$ cat src/rtl/dnn_output_evaluator.sv
// ---------------------------------------------------------------------------
// dnn_output_evaluator
//
// Purpose:
//   Sits at the output end of the DNN stream. Over each block cycle it
//   collects the per-clock output neurons (a_out = thresholded prediction,
//   y_out = ideal target) into full NOUT-bit vectors and judges each training
//   case as correct or wrong. It keeps running statistics: the total number
//   of cases, the total number of wrong cases, and (optionally) the number of
//   correct cases among the most recent WINDOW cases.
//
// Optional feature macro:
//   EVAL_MOVING_WINDOW_EN - when defined, the moving-window buffer, pointer
//   and recent_correct counter are built. When undefined, recent_correct is
//   tied to 0 and everything else behaves the same.
//
// Ports:
//   clk            in   system clock, all state on the rising edge
//   reset          in   asynchronous active-high reset
//   cycle_index    in   block-cycle position from the shared block counter
//   a_out          in   ZPC thresholded actual outputs for this clock
//   y_out          in   ZPC ideal outputs for this clock
//   case_valid     out  one-clock pulse when a case is judged
//   case_correct   out  result of the last judged case (held)
//   pred_vec       out  predicted vector of the last judged case
//   ideal_vec      out  ideal vector of the last judged case
//   total_cases    out  cases judged since reset (saturating)
//   total_errors   out  cases with at least one mismatch (saturating)
//   recent_correct out  correct cases among the last min(total, WINDOW)
// ---------------------------------------------------------------------------
module dnn_output_evaluator #(
  parameter int NOUT       = 16,
  parameter int ZPC        = 1,
  parameter int CPC        = 18,
  parameter int PIPE_DELAY = 2,
  parameter int WINDOW     = 100,
  parameter int CNT_W      = 32
) (
  input  logic                         clk,
  input  logic                         reset,
  input  logic [$clog2(CPC)-1:0]       cycle_index,
  input  logic [ZPC-1:0]               a_out,
  input  logic [ZPC-1:0]               y_out,
  output logic                         case_valid,
  output logic                         case_correct,
  output logic [NOUT-1:0]              pred_vec,
  output logic [NOUT-1:0]              ideal_vec,
  output logic [CNT_W-1:0]             total_cases,
  output logic [CNT_W-1:0]             total_errors,
  output logic [$clog2(WINDOW+1)-1:0]  recent_correct
);

  localparam int CI_W  = $clog2(CPC);
  localparam int RC_W  = $clog2(WINDOW + 1);
  localparam int NSLOT = NOUT / ZPC;

  // Working capture state for the case currently streaming in.
  logic [NOUT-1:0]  pred_work_r;
  logic [NOUT-1:0]  ideal_work_r;
  logic             mismatch_r;
  logic             armed_r;

  // Registered outputs.
  logic             case_valid_r;
  logic             case_correct_r;
  logic [NOUT-1:0]  pred_vec_r;
  logic [NOUT-1:0]  ideal_vec_r;
  logic [CNT_W-1:0] total_cases_r;
  logic [CNT_W-1:0] total_errors_r;

  // Decode of the current block-cycle position.
  logic             cap_s;
  logic             first_s;
  logic             last_s;
  logic             finalise_s;
  logic [CI_W-1:0]  slot_s;
  logic             mis_s;
  logic             mismatch_nxt_s;
  logic             armed_nxt_s;
  logic [NOUT-1:0]  pred_nxt_s;
  logic [NOUT-1:0]  ideal_nxt_s;
  logic [CNT_W-1:0] total_cases_nxt_s;
  logic [CNT_W-1:0] total_errors_nxt_s;

  assign cap_s   = (cycle_index >= CI_W'(PIPE_DELAY)) && (cycle_index <= CI_W'(CPC - 1));
  assign first_s = (cycle_index == CI_W'(PIPE_DELAY));
  assign last_s  = (cycle_index == CI_W'(CPC - 1));
  assign slot_s  = cycle_index - CI_W'(PIPE_DELAY);
  assign mis_s   = (a_out != y_out);

  // The case is judged on the edge that samples the last slot, so the
  // registered result is visible while cycle_index==0 of the next block.
  // A case that starts at the first slot is armed in the same edge, which
  // also covers the single-slot configuration.
  assign finalise_s = last_s && (armed_r || first_s);

  // Next-state of the sticky mismatch flag; the first slot starts fresh.
  always_comb begin
    mismatch_nxt_s = mismatch_r;
    if (first_s) begin
      mismatch_nxt_s = mis_s;
    end else if (cap_s) begin
      mismatch_nxt_s = mismatch_r | mis_s;
    end else begin
      mismatch_nxt_s = mismatch_r;
    end
  end

  // Next-state of the armed flag: set at the first slot, cleared on judge.
  // A restart at the first slot while armed simply re-arms, discarding the
  // partial case because the working state is overwritten.
  always_comb begin
    armed_nxt_s = armed_r;
    if (finalise_s) begin
      armed_nxt_s = 1'b0;
    end else if (first_s) begin
      armed_nxt_s = 1'b1;
    end else begin
      armed_nxt_s = armed_r;
    end
  end

  // Working vectors with the current slot's slice replaced by this clock's data.
  always_comb begin
    pred_nxt_s  = pred_work_r;
    ideal_nxt_s = ideal_work_r;
    for (int s = 0; s < NSLOT; s++) begin
      if (cap_s && (slot_s == CI_W'(s))) begin
        pred_nxt_s[s*ZPC +: ZPC]  = a_out;
        ideal_nxt_s[s*ZPC +: ZPC] = y_out;
      end else begin
        pred_nxt_s[s*ZPC +: ZPC]  = pred_work_r[s*ZPC +: ZPC];
        ideal_nxt_s[s*ZPC +: ZPC] = ideal_work_r[s*ZPC +: ZPC];
      end
    end
  end

  // Saturating increments of the running totals.
  always_comb begin
    total_cases_nxt_s  = total_cases_r;
    total_errors_nxt_s = total_errors_r;
    if (total_cases_r != {CNT_W{1'b1}}) begin
      total_cases_nxt_s = total_cases_r + CNT_W'(1);
    end else begin
      total_cases_nxt_s = total_cases_r;
    end
    if (mismatch_nxt_s && (total_errors_r != {CNT_W{1'b1}})) begin
      total_errors_nxt_s = total_errors_r + CNT_W'(1);
    end else begin
      total_errors_nxt_s = total_errors_r;
    end
  end

  // Capture registers: working vectors, sticky mismatch and armed flag.
  always_ff @(posedge clk or posedge reset) begin
    if (reset) begin
      pred_work_r  <= {NOUT{1'b0}};
      ideal_work_r <= {NOUT{1'b0}};
      mismatch_r   <= 1'b0;
      armed_r      <= 1'b0;
    end else begin
      pred_work_r  <= pred_nxt_s;
      ideal_work_r <= ideal_nxt_s;
      mismatch_r   <= mismatch_nxt_s;
      armed_r      <= armed_nxt_s;
    end
  end

  // Judged-case result registers and running totals.
  always_ff @(posedge clk or posedge reset) begin
    if (reset) begin
      case_valid_r   <= 1'b0;
      case_correct_r <= 1'b0;
      pred_vec_r     <= {NOUT{1'b0}};
      ideal_vec_r    <= {NOUT{1'b0}};
      total_cases_r  <= {CNT_W{1'b0}};
      total_errors_r <= {CNT_W{1'b0}};
    end else begin
      case_valid_r <= finalise_s;
      if (finalise_s) begin
        case_correct_r <= ~mismatch_nxt_s;
        pred_vec_r     <= pred_nxt_s;
        ideal_vec_r    <= ideal_nxt_s;
        total_cases_r  <= total_cases_nxt_s;
        total_errors_r <= total_errors_nxt_s;
      end
    end
  end

`ifdef EVAL_MOVING_WINDOW_EN
  localparam int PTR_W = (WINDOW > 1) ? $clog2(WINDOW) : 1;

  // One bit per recent case: 1 = correct. Unfilled entries stay 0 so the
  // eviction term contributes nothing until the buffer has wrapped once.
  logic [WINDOW-1:0] win_r;
  logic [PTR_W-1:0]  ptr_r;
  logic [RC_W-1:0]   recent_r;
  logic              new_s;
  logic              old_s;
  logic [RC_W-1:0]   recent_nxt_s;
  logic [PTR_W-1:0]  ptr_nxt_s;

  assign new_s = ~mismatch_nxt_s;
  assign old_s = win_r[ptr_r];

  // Window count update and circular pointer advance.
  always_comb begin
    recent_nxt_s = recent_r + RC_W'(new_s) - RC_W'(old_s);
    if (ptr_r == PTR_W'(WINDOW - 1)) begin
      ptr_nxt_s = {PTR_W{1'b0}};
    end else begin
      ptr_nxt_s = ptr_r + PTR_W'(1);
    end
  end

  // Moving-window buffer, pointer and count.
  always_ff @(posedge clk or posedge reset) begin
    if (reset) begin
      win_r    <= {WINDOW{1'b0}};
      ptr_r    <= {PTR_W{1'b0}};
      recent_r <= {RC_W{1'b0}};
    end else if (finalise_s) begin
      win_r[ptr_r] <= new_s;
      ptr_r        <= ptr_nxt_s;
      recent_r     <= recent_nxt_s;
    end
  end

  assign recent_correct = recent_r;
`else
  assign recent_correct = {RC_W{1'b0}};
`endif

  assign case_valid   = case_valid_r;
  assign case_correct = case_correct_r;
  assign pred_vec     = pred_vec_r;
  assign ideal_vec    = ideal_vec_r;
  assign total_cases  = total_cases_r;
  assign total_errors = total_errors_r;

endmodule

$ cat config.mk
export PLATFORM = sky130hd
export DESIGN_NAME = dnn_output_evaluator
export DESIGN_NICKNAME = d
export VERILOG_FILES = /design/src/rtl/dnn_output_evaluator.sv
export SDC_FILE = /design/constraint.sdc
export NUM_CORES = 1
export LEC_CHECK = 0
export ABC_CLOCK_PERIOD_IN_PS = 12850
export BUFFER_PORTS_ARGS = -buffer_cell sky130_fd_sc_hd__clkbuf_2
export CAP_MARGIN = 10
export CORE_MARGIN = 10
export CORE_UTILIZATION = 45
export DETAILED_ROUTE_END_ITERATION = 16
export HOLD_SLACK_MARGIN = 0.05
export PLACE_DENSITY = 0.71
export SYNTH_ARGS = -nofsm -noshare
export SYNTH_HDL_FRONTEND = slang
export SYNTH_SLANG_ARGS = --single-unit
$ cat constraint.sdc
create_clock -name clk -period 12.85 [get_ports clk]
set_clock_uncertainty 0.15 [all_clocks]
set_input_delay 2.57 -clock clk [delete_from_list [all_inputs] [get_ports clk]]
set_output_delay 2.57 -clock clk [all_outputs]
set_load 0.005 [all_outputs]
==> results of run 1 <==
layout make-up:
cell class / instances / share of cell area
Clock buffer: 26 / 0.0735
Clock inverter: 3 / 0.00887
Inverter: 14 / 0.00750
Multi-Input combinational cell: 385 / 0.356
Sequential cell: 132 / 0.450
Tap cell: 176 / 0.0300
Timing Repair Buffer: 108 / 0.0743
through the flow:
step,worst slack (ps),instance area [µm²]
after CTS,6880,7340
after global placement,6650,6730
after floorplan,6600,6090
after global routing,6580,7340
after detailed placement,6430,6730
final,6900,7340
metal layers:
layer  vias up  part of all wire  global-route usage
met1      2251              0.43               0.200
li1       2128                 -                   -
met4         0             0.032              0.0929
met5         -                 0                   0
met3        37             0.069              0.0480
met2       154              0.47               0.245
flip-flops by register name, indices dropped and copies added (netlist names):
register and cells:
total_cases 32, total_errors 32, ideal_vec 16, ideal_work_r 16, pred_vec 16, pred_work_r 16
armed_r 1, case_correct 1, case_valid 1, mismatch_r 1
cells by family after synthesis:
logic type / share of synthesized area
multiplexers: 0.0854
AO/OA/AOI/OAI: 0.0359
buffers and inverters: 0.0299
XOR/XNOR: 0.0852
flip-flops: 0.545
AND/OR/NAND/NOR: 0.210
adder cells (fa/ha/maj): 0.00825
other: 0.000618
report_power, final:
part	leakage [µW]	switching [µW]	total (µW)	internal, µW
clock	0.000300	163	487	323
sequential	0.00172	36.8	518	482
combinational	0.00161	69.6	141	71.5
layout by cell type (no fill, tap or decap), drive strengths merged, types with 3 or more instances in the layout:
| cell | n |
|---|---|
| dfrtp | 132 |
| clkbuf | 132 |
| nand2 | 82 |
| mux2 | 46 |
| xor2 | 32 |
| nand3 | 30 |
| xnor2 | 27 |
| nor4 | 18 |
| nor3 | 17 |
| nor2 | 16 |
| nand4 | 15 |
| inv | 14 |
| o21ai | 12 |
| and3 | 11 |
| and4 | 10 |
| conb | 7 |
| and2 | 6 |
| nand2b | 6 |
| nor2b | 5 |
| a21oi | 5 |
| nor3b | 4 |
| ha | 4 |
| or4b | 3 |
| or2 | 3 |
| nor4b | 3 |
synthesized netlist by cell type (all sizes together) (2+ instances only):
cell / number
a211o: 2
a21oi: 5
a41oi: 2
and2: 6
and3: 11
and4: 10
buf: 10
clkbuf: 16
dfrtp: 132
ha: 4
inv: 14
mux2: 46
nand2: 82
nand2b: 6
nand3: 30
nand4: 15
nand4b: 2
nor2: 16
nor2b: 5
nor3: 17
nor3b: 4
nor4: 18
nor4b: 3
o211ai: 2
o21ai: 12
or2: 3
or3: 2
or3b: 2
or4: 2
or4b: 3
xnor2: 27
xor2: 32
path summary, 6_finish.rpt:
path                                      from               end  slack [ps]  cells past startpoint
worst min-delay path            pred_work_r[2]    pred_work_r[2]         320                      2
worst max register to register         armed_r  total_errors[30]        9230                      5
min in group asynchronous                reset  total_errors[22]        2130                      2
max in group asynchronous                reset   total_cases[12]        9050                      3
worst max-delay path            cycle_index[2]  total_errors[30]        6900                      7
worst min register to register  pred_work_r[2]    pred_work_r[2]         320                      2
worst min-delay path: cells and delay by family, from the launching register on:
kind,cells,cell delay [ps]
AO/OA/AOI/OAI,1,70
AND/OR/NAND/NOR,1,50
flip-flops,1,320
==> results.sh, run 1 <==
export IMPL_synthCells=551
export IMPL_multi_input_area_um2=2610
export IMPL_grt_usage=0.161
export IMPL_slowest_delay_ps=830
export IMPL_finish_net_count=671
export IMPL_p_total_uw=1150
export IMPL_crit_chain="clkbuf_2 > nor4b_2 > nand3_1 > inv_2 > o21ai_2 > or4b_1 > mux2_1"
export IMPL_dpl_hpwl_um=10300
export IMPL_leakage_uw=0.00363
export IMPL_cts_root_buf="clkbuf_16"
export IMPL_hold_violations=0
export IMPL_dieWidth_um=136
export IMPL_overflow=0
export IMPL_critPathBufInv=2
export IMPL_wirelength_um=14200
export IMPL_avgSynthCellArea_um2=11.0
export IMPL_via_per_inst=5.41
export IMPL_rsz0062_at_grt="no"
export IMPL_clk_latency_ps=420
export IMPL_slowest_stage="inv_2"
export IMPL_fin_hold_ws_ps=322
export IMPL_yosys_top_cells_area="dfrtp_1, mux2_2, nand2_1, xor2_1, xnor2_1"
export IMPL_worst_hold_path_type="reg2reg"
export IMPL_synthFlopType="dfrtp_1"
export IMPL_finalNonFillerCells=844
export IMPL_grt_max_degree=68
export IMPL_fmax_mhz=168
export IMPL_async_reset_ff_frac=1.00
export IMPL_core_area_um2=13200
export IMPL_cap_violations=0
export IMPL_dr_first_iter_drc_count=316
export IMPL_end_kind="register"
export IMPL_fin_crit_sh=0.463
export IMPL_critPathKind="in2reg"
export IMPL_setup_viol=0
export IMPL_setup_tns_ps=0
export IMPL_netlist_area_um2=6060
export IMPL_peakVddDrop_mv=0.110
export IMPL_postCtsHoldBufs=0
export IMPL_dr_pass1_iters=5
export IMPL_clockBufferDepth=2
export IMPL_critPathRequiredTime_ps=12990
export IMPL_diodes=0
export IMPL_fp_dieH_um=136
export IMPL_cts_buffers=17
export IMPL_critPathMaxFanout=32
export IMPL_arrival_ps=6090
export IMPL_final_max_slew_viol_count=0
export IMPL_n_fill_cell=1170
export IMPL_cts_tree="yes"
export IMPL_yosysTopAreaCell="dfrtp_1"
export IMPL_first_global_vias=4752
export IMPL_grt_pass1_wl_um=24000
export IMPL_critPathLaunchType="input pin"
export IMPL_synth_top_area_frac=0.545
export IMPL_drc_errors=0
export IMPL_clk_pin_slew_ps=50
export IMPL_cts_resized=0
export IMPL_final_seq_area_um2=3300
export IMPL_io_buffers=106
export IMPL_dp_cells=815
export IMPL_synth_warnings=0
export IMPL_synth_cell_types=52
export IMPL_worst_pin_slew_ps=1050
export IMPL_yosysSeqAreaShare=0.545
export IMPL_postRouteAntennaNets=0
export IMPL_vias=4570
export IMPL_cts_setup_buffers=0
export IMPL_drive_above_1_share=0.283
export IMPL_start_util=0.458
export IMPL_antenna_found_initial=0
export IMPL_drt_wirelength_per_cell_um=16.9
export IMPL_status="finished clean"
export IMPL_synth_seq_cells=132
export IMPL_areaGrowthSynthToFinish_pct=21.0
export IMPL_period_needed_ps=5950
export IMPL_die_area_um2=18500
export IMPL_clock_sinks=132
export IMPL_synth_edff_count=0
export IMPL_crit_family="simple AND/OR/NAND/NOR gates"
export IMPL_power_density_nw_per_um2=156
export IMPL_htreeDepth=4
export IMPL_fin_util=0.554
export IMPL_max_slew_margin_rel=0.298
export IMPL_ios=114
export IMPL_gp_congestion=0.876
export IMPL_floorplan_rows=42
(Power assumes the default switching activity.)
==> run 2: changes to the inputs <==
--- a/config.mk
+++ b/config.mk
@@ -5,14 +5,15 @@
 export SDC_FILE = /design/constraint.sdc
 export NUM_CORES = 1
 export LEC_CHECK = 0
-export ABC_CLOCK_PERIOD_IN_PS = 12850
+export ABC_AREA = 1
+export ABC_CLOCK_PERIOD_IN_PS = 4800
 export BUFFER_PORTS_ARGS = -buffer_cell sky130_fd_sc_hd__clkbuf_2
 export CAP_MARGIN = 10
 export CORE_MARGIN = 10
 export CORE_UTILIZATION = 45
 export DETAILED_ROUTE_END_ITERATION = 16
 export HOLD_SLACK_MARGIN = 0.05
-export PLACE_DENSITY = 0.71
+export PLACE_DENSITY = 0.72
 export SYNTH_ARGS = -nofsm -noshare
 export SYNTH_HDL_FRONTEND = slang
 export SYNTH_SLANG_ARGS = --single-unit
==> constraint.sdc (replaced) <==
create_clock -name clk -period 4.8 [get_ports clk]
set_clock_uncertainty 0.15 [all_clocks]
set_input_delay 0.96 -clock clk [delete_from_list [all_inputs] [get_ports clk]]
set_output_delay 0.96 -clock clk [all_outputs]
set_load 0.005 [all_outputs]
==> results.sh, run 2 <==
export IMPL_status="finished clean"
export IMPL_n_fill_cell=1588
export IMPL_clockBufferDepth=2
export IMPL_fin_crit_sh=0.608
export IMPL_pwr_share_seq=0.424
export IMPL_start_util=0.459
export IMPL_layout_common_cells="nand2_1, dfrtp_1, nor2_1, clkbuf_2, nand3_1"
export IMPL_yosys_top_cells_area="dfrtp_1, nand2_1, nand3_1, nor2_1, inv_1"
export IMPL_hold_violations=0
export IMPL_yosysMostFrequentCell="nand2_1"
export IMPL_power_density_nw_per_um2=376
export IMPL_synthFlopType="dfrtp_1"
export IMPL_clk_latency_ps=430
export IMPL_ios=114
export IMPL_fin_util=0.535
export IMPL_slowest_delay_ps=470
export IMPL_crit_family="simple AND/OR/NAND/NOR gates"
export IMPL_fp_dieH_um=150
export IMPL_vias=6983
export IMPL_overflow=0
export IMPL_synth_top_cells_by_count="nand2_1, dfrtp_1, nor2_1"
export IMPL_diodes=0
export IMPL_dpl_hpwl_um=14400
export IMPL_gp_congestion=0.944
export IMPL_swShare=0.267
export IMPL_critPathRequiredTime_ps=5020
export IMPL_avgSynthCellArea_um2=7.22
export IMPL_post_place_ws_ps=1430
export IMPL_setup_viol=0
export IMPL_setup_tns_ps=0
export IMPL_critPathKind="in2reg"
export IMPL_cts_root_buf="clkbuf_16"
export IMPL_synth_warnings=0
export IMPL_cts_tree="yes"
export IMPL_dr_pass1_iters=5
export IMPL_met1Wirelength_um=9040
export IMPL_arrival_ps=3130
export IMPL_synth_top_area_frac=0.432
export IMPL_htreeDepth=4
export IMPL_async_reset_ff_frac=1.00
export IMPL_drc_errors=0
export IMPL_leakage_uw=0.00455
export IMPL_end_kind="register"
export IMPL_worst_hold_path_type="reg2reg"
export IMPL_via_per_inst=5.02
export IMPL_crit_chain="clkbuf_2 > inv_2 > nor2_8 > nand4_4 > inv_2 > nand2_4 > inv_4 > nand2_1 > nand2_1"
export IMPL_synth_cell_types=34
export IMPL_final_max_slew_viol_count=0
export IMPL_cts_setup_buffers=0
export IMPL_max_slew_margin_rel=0.373
export IMPL_grt_usage=0.182
export IMPL_critPathMaxFanout=35
export IMPL_drive_above_1_share=0.159
export IMPL_floorplan_rows=47
export IMPL_core_area_um2=16600
export IMPL_critPathLaunchType="input pin"
export IMPL_die_area_um2=22600
export IMPL_yosysSeqAreaShare=0.432
export IMPL_antenna_found_initial=0
export IMPL_postRouteAntennaNets=0
export IMPL_io_buffers=106
export IMPL_synth_seq_cells=132
export IMPL_grt_max_degree=60
export IMPL_areaGrowthSynthToFinish_pct=16.4
export IMPL_clock_power_share=0.434
export IMPL_period_needed_ps=2920
export IMPL_dr_wl_met2_um=9440
export IMPL_worst_pin_slew_ps=938
export IMPL_synth_edff_count=0
export IMPL_grt_pass1_wl_um=33400
export IMPL_yosysTopAreaCell="dfrtp_1"
export IMPL_p_int_uw=2450
export IMPL_first_global_vias=6515
export IMPL_drt_wirelength_per_cell_um=14.4
export IMPL_layout_commonest_cell="nand2_1"
export IMPL_rsz0062_at_grt="no"
export IMPL_cts_buffers=17
export IMPL_dieWidth_um=150
export IMPL_clk_pin_slew_ps=60
export IMPL_finish_net_count=1171
export IMPL_critPathBufInv=4
export IMPL_dr_first_iter_drc_count=579
export IMPL_postCtsHoldBufs=0
export IMPL_peakVddDrop_mv=0.242
export IMPL_dr_max_layer_used="met4"
export IMPL_wirelength_um=20000
export IMPL_cap_violations=0
export IMPL_clock_sinks=132
export IMPL_power_frac_comb=0.142
export IMPL_synthCells=1058
export IMPL_cts_resized=0
export IMPL_fmax_mhz=343
export IMPL_fin_ws_ps=1880
export IMPL_netlist_area_um2=7640
export IMPL_wl_met3_um=1380
export IMPL_netSwitchingPower_uw=892
export IMPL_slowest_stage="nand4_4"
==> run 2: final timing paths <==
| kind | startpoint | to | slack (ps) | cells after the start |
|---|---|---|---|---|
| worst max register to register | total_errors[0] | total_errors[9] | 2190 | 8 |
| max in group asynchronous | reset | total_cases[19] | 3150 | 3 |
| worst min register to register | pred_vec[15] | pred_vec[15] | 330 | 2 |
| worst max-delay path | cycle_index[0] | total_cases[7] | 1880 | 9 |
| min in group asynchronous | reset | total_cases[25] | 440 | 2 |
| worst min-delay path | pred_vec[15] | pred_vec[15] | 330 | 2 |
==> run 2: worst register-to-register path, stage by stage (launching register included) <==
cell	delay, ps
dfrtp_1	430
ha_1	330
nand3_2	180
nor2_1	130
nand3b_1	90
nor2_1	90
nand3_1	660
nand3_1	350
nand2_1	80
==> run 2: per-stage QoR <==
stage	area (µm²)	power [µW]	cells	hold slack (ps)
5_1_grt	8900	3520	1391	356
3_5_place_dp	8240	1920	1359	319
4_1_cts	8900	3380	1391	333
3_3_place_gp	8240	1900	1359	314
6_report	8900	3350	1391	327
2_1_floorplan	7660	1710	1064	314
==> run 2: cells by family after synthesis <==
family,count (synthesis),synth area share
simple gates,761,0.439
flops,132,0.432
buf+inv,105,0.0693
xor+xnor,30,0.0344
compound gates,25,0.0178
fa+ha+maj,4,0.00655
other cells,1,0.000491
==> run 2: routing by layer <==
layer | up-vias | global-route usage
met2 | 226 | 0.291
met1 | 3240 | 0.242
met5 | - | 0
met3 | 13 | 0.0465
met4 | 0 | 0.0471
li1 | 3504 | -
==> run 2: power by group through the flow <==
stage / Clock (µW) / Sequential, µW / Combinational [µW]
floorplan: 0 / 1420 / 285
CTS: 1470 / 1420 / 490
finish: 1450 / 1420 / 476
detailed placement: 0 / 1440 / 485
global route: 1520 / 1440 / 550
global placement: 0 / 1430 / 470
==> run 2: area by class of cell <==
class / instances / area [µm²] / area share
multi-input combinational: 827 / 3830 / 0.431
sequential: 132 / 3300 / 0.371
timing repair buffer: 109 / 553 / 0.0622
clock buffer: 19 / 453 / 0.0509
inverter: 71 / 277 / 0.0311
tap: 220 / 275 / 0.0309
clock inverter: 13 / 204 / 0.0229
==> run 3: changes to the inputs <==
--- a/config.mk
+++ b/config.mk
@@ -6,14 +6,14 @@
 export NUM_CORES = 1
 export LEC_CHECK = 0
 export ABC_AREA = 1
-export ABC_CLOCK_PERIOD_IN_PS = 4800
+export ABC_CLOCK_PERIOD_IN_PS = 2700
 export BUFFER_PORTS_ARGS = -buffer_cell sky130_fd_sc_hd__clkbuf_2
 export CAP_MARGIN = 10
 export CORE_MARGIN = 10
 export CORE_UTILIZATION = 45
 export DETAILED_ROUTE_END_ITERATION = 16
 export HOLD_SLACK_MARGIN = 0.05
-export PLACE_DENSITY = 0.72
+export PLACE_DENSITY = 0.69
 export SYNTH_ARGS = -nofsm -noshare
 export SYNTH_HDL_FRONTEND = slang
 export SYNTH_SLANG_ARGS = --single-unit
==> constraint.sdc (replaced) <==
create_clock -name clk -period 2.7 [get_ports clk]
set_clock_uncertainty 0.15 [all_clocks]
set_input_delay 0.54 -clock clk [delete_from_list [all_inputs] [get_ports clk]]
set_output_delay 0.54 -clock clk [all_outputs]
set_load 0.005 [all_outputs]
==> results.sh, run 3 (synthesis gave the netlist of run 2 again) <==
export IMPL_status="finished clean"
export IMPL_pwr_share_seq=0.443
export IMPL_fmax_mhz=430
export IMPL_via_per_inst=4.94
export IMPL_rsz0062_at_grt="no"
export IMPL_grt_pass1_wl_um=33300
export IMPL_setup_viol=0
export IMPL_clock_power_share=0.404
export IMPL_cts_buffers=17
export IMPL_p_int_uw=4010
export IMPL_p_total_uw=5650
export IMPL_areaGrowthSynthToFinish_pct=16.8
export IMPL_layout_commonest_cell="nand2_1"
export IMPL_ios=114
export IMPL_clk_latency_ps=430
export IMPL_io_buffers=106
export IMPL_crit_top_cell="nand2_2"
export IMPL_start_util=0.459
export IMPL_critPathMaxFanout=31
export IMPL_critPathLaunchType="register"
export IMPL_power_frac_comb=0.153
export IMPL_fin_crit_sh=0.861
export IMPL_antenna_found_initial=0
export IMPL_finish_net_count=1182
export IMPL_period_needed_ps=2330
export IMPL_first_global_vias=6614
export IMPL_overflow=0
export IMPL_end_kind="register"
export IMPL_dieWidth_um=150
export IMPL_peakVddDrop_mv=0.461
export IMPL_layout_common_cells="nand2_1, dfrtp_1, nor2_1, clkbuf_2, nand3_1"
export IMPL_r2r_setup_slack_ps=370
export IMPL_grt_usage=0.181
export IMPL_drt_wirelength_per_cell_um=14.2
export IMPL_setup_tns_ps=0
export IMPL_final_max_slew_viol_count=0
export IMPL_crit_family="simple AND/OR/NAND/NOR gates"
export IMPL_core_area_um2=16600
export IMPL_dr_first_iter_drc_count=461
export IMPL_worst_pin_slew_ps=628
export IMPL_diodes=0
export IMPL_arrival_ps=2520
export IMPL_clockBufferDepth=2
export IMPL_slowest_stage="dfrtp_1"
export IMPL_swShare=0.290
export IMPL_wirelength_um=19900
export IMPL_die_area_um2=22600
export IMPL_worst_hold_path_type="reg2reg"
export IMPL_gp_congestion=0.920
export IMPL_clk_pin_slew_ps=60
export IMPL_critPathRequiredTime_ps=2900
export IMPL_vias=6927
export IMPL_cts_root_buf="clkbuf_16"
export IMPL_htreeDepth=4
export IMPL_critPathKind="reg2reg"
export IMPL_critPathBufInv=2
export IMPL_floorplan_rows=47
export IMPL_drive_above_1_share=0.166
export IMPL_postRouteAntennaNets=0
export IMPL_slowest_delay_ps=470
export IMPL_netSwitchingPower_uw=1640
export IMPL_cap_violations=0
export IMPL_drc_errors=0
export IMPL_cts_tree="yes"
export IMPL_power_density_nw_per_um2=632
export IMPL_fp_dieH_um=150
export IMPL_clock_sinks=132
export IMPL_hold_violations=0
export IMPL_n_fill_cell=1688
export IMPL_dr_pass1_iters=5
export IMPL_leakage_uw=0.00457
export IMPL_dpl_hpwl_um=14700
export IMPL_grt_max_degree=46
export IMPL_max_slew_margin_rel=0.581
export IMPL_crit_chain="ha_1 > inv_1 > nor2_1 > nand2_2 > nor3_4 > nand2_2 > nand2_4 > buf_4 > nand2_1 > o21ai_1"
run 3: changes by cell type in the layout (fill, tap and decap cells not counted), sizes merged:
cell         change
dlygate4sd3      +1
clkbuf           -1
inv              +5
clkinv           -1
buf             +10
clkinvlp         +1
bufinv           -4
run 3: layer usage:
| layer | up-vias | wire length, µm | part of all wire | global-route usage |
|---|---|---|---|---|
| met5 | - | 0 | 0 | 0 |
| met3 | 12 | 1230 | 0.061 | 0.0498 |
| met4 | 0 | 142 | 0.0071 | 0.0428 |
| li1 | 3527 | - | - | - |
| met2 | 169 | 9220 | 0.46 | 0.282 |
| met1 | 3219 | 9350 | 0.47 | 0.246 |
run 3: layout make-up:
| class | count | area, µm² | area share |
|---|---|---|---|
| inverters | 71 | 275 | 0.0308 |
| well taps | 220 | 275 | 0.0308 |
| clock inverters | 14 | 141 | 0.0158 |
| multi-input cells | 827 | 3830 | 0.429 |
| flip-flops and latches | 132 | 3300 | 0.370 |
| repair buffers | 120 | 663 | 0.0743 |
| clock buffers | 18 | 439 | 0.0492 |
run 3: per-stage QoR:
step,instances,hold slack (ps),worst slack (ps),util,area (µm²)
after detailed placement,1369,316,163,0.501,8340
final,1402,326,375,0.537,8930
after global placement,1369,312,227,0.501,8340
after CTS,1402,334,356,0.537,8930
after global routing,1402,349,172,0.537,8930
after floorplan,1064,314,373,-,7670
run 3: final timing paths:
| path | from | endpoint | depth (start not counted) |
|---|---|---|---|
| hold / removal | ideal_vec[1] | ideal_vec[1] | 2 |
| hold reg to reg | ideal_vec[1] | ideal_vec[1] | 2 |
| setup reg to reg | total_cases[0] | total_cases[5] | 10 |
| min in group asynchronous | reset | case_valid | 3 |
| max in group asynchronous | reset | total_errors[28] | 4 |
| setup / recovery | total_cases[0] | total_cases[5] | 10 |
run 3: power by group through the flow:
stage | clock, µW | combinational (µW) | sequential (µW)
6_report | 2280 | 866 | 2500
5_1_grt | 2420 | 1020 | 2540
4_1_cts | 2330 | 895 | 2500
3_5_place_dp | 0 | 885 | 2540
3_3_place_gp | 0 | 868 | 2520
2_1_floorplan | 0 | 507 | 2530
run 3: worst reg2reg max path, cell delays in order (launching register included):
cell and delay [ps]:
dfrtp_1 470, ha_1 320, inv_1 80, nor2_1 200, nand2_2 120, nor3_4 170
nand2_2 120, nand2_4 80, buf_4 330, nand2_1 110, o21ai_1 90
run 3: repair_timing:
item | in CTS | in global routing
endpoints found under the hold margin | 13 | 0
hold buffers | 1 | 0
buffers inserted | 0 | 0
gates resized for setup | 0 | 0
setup endpoints to repair | 0 | 0
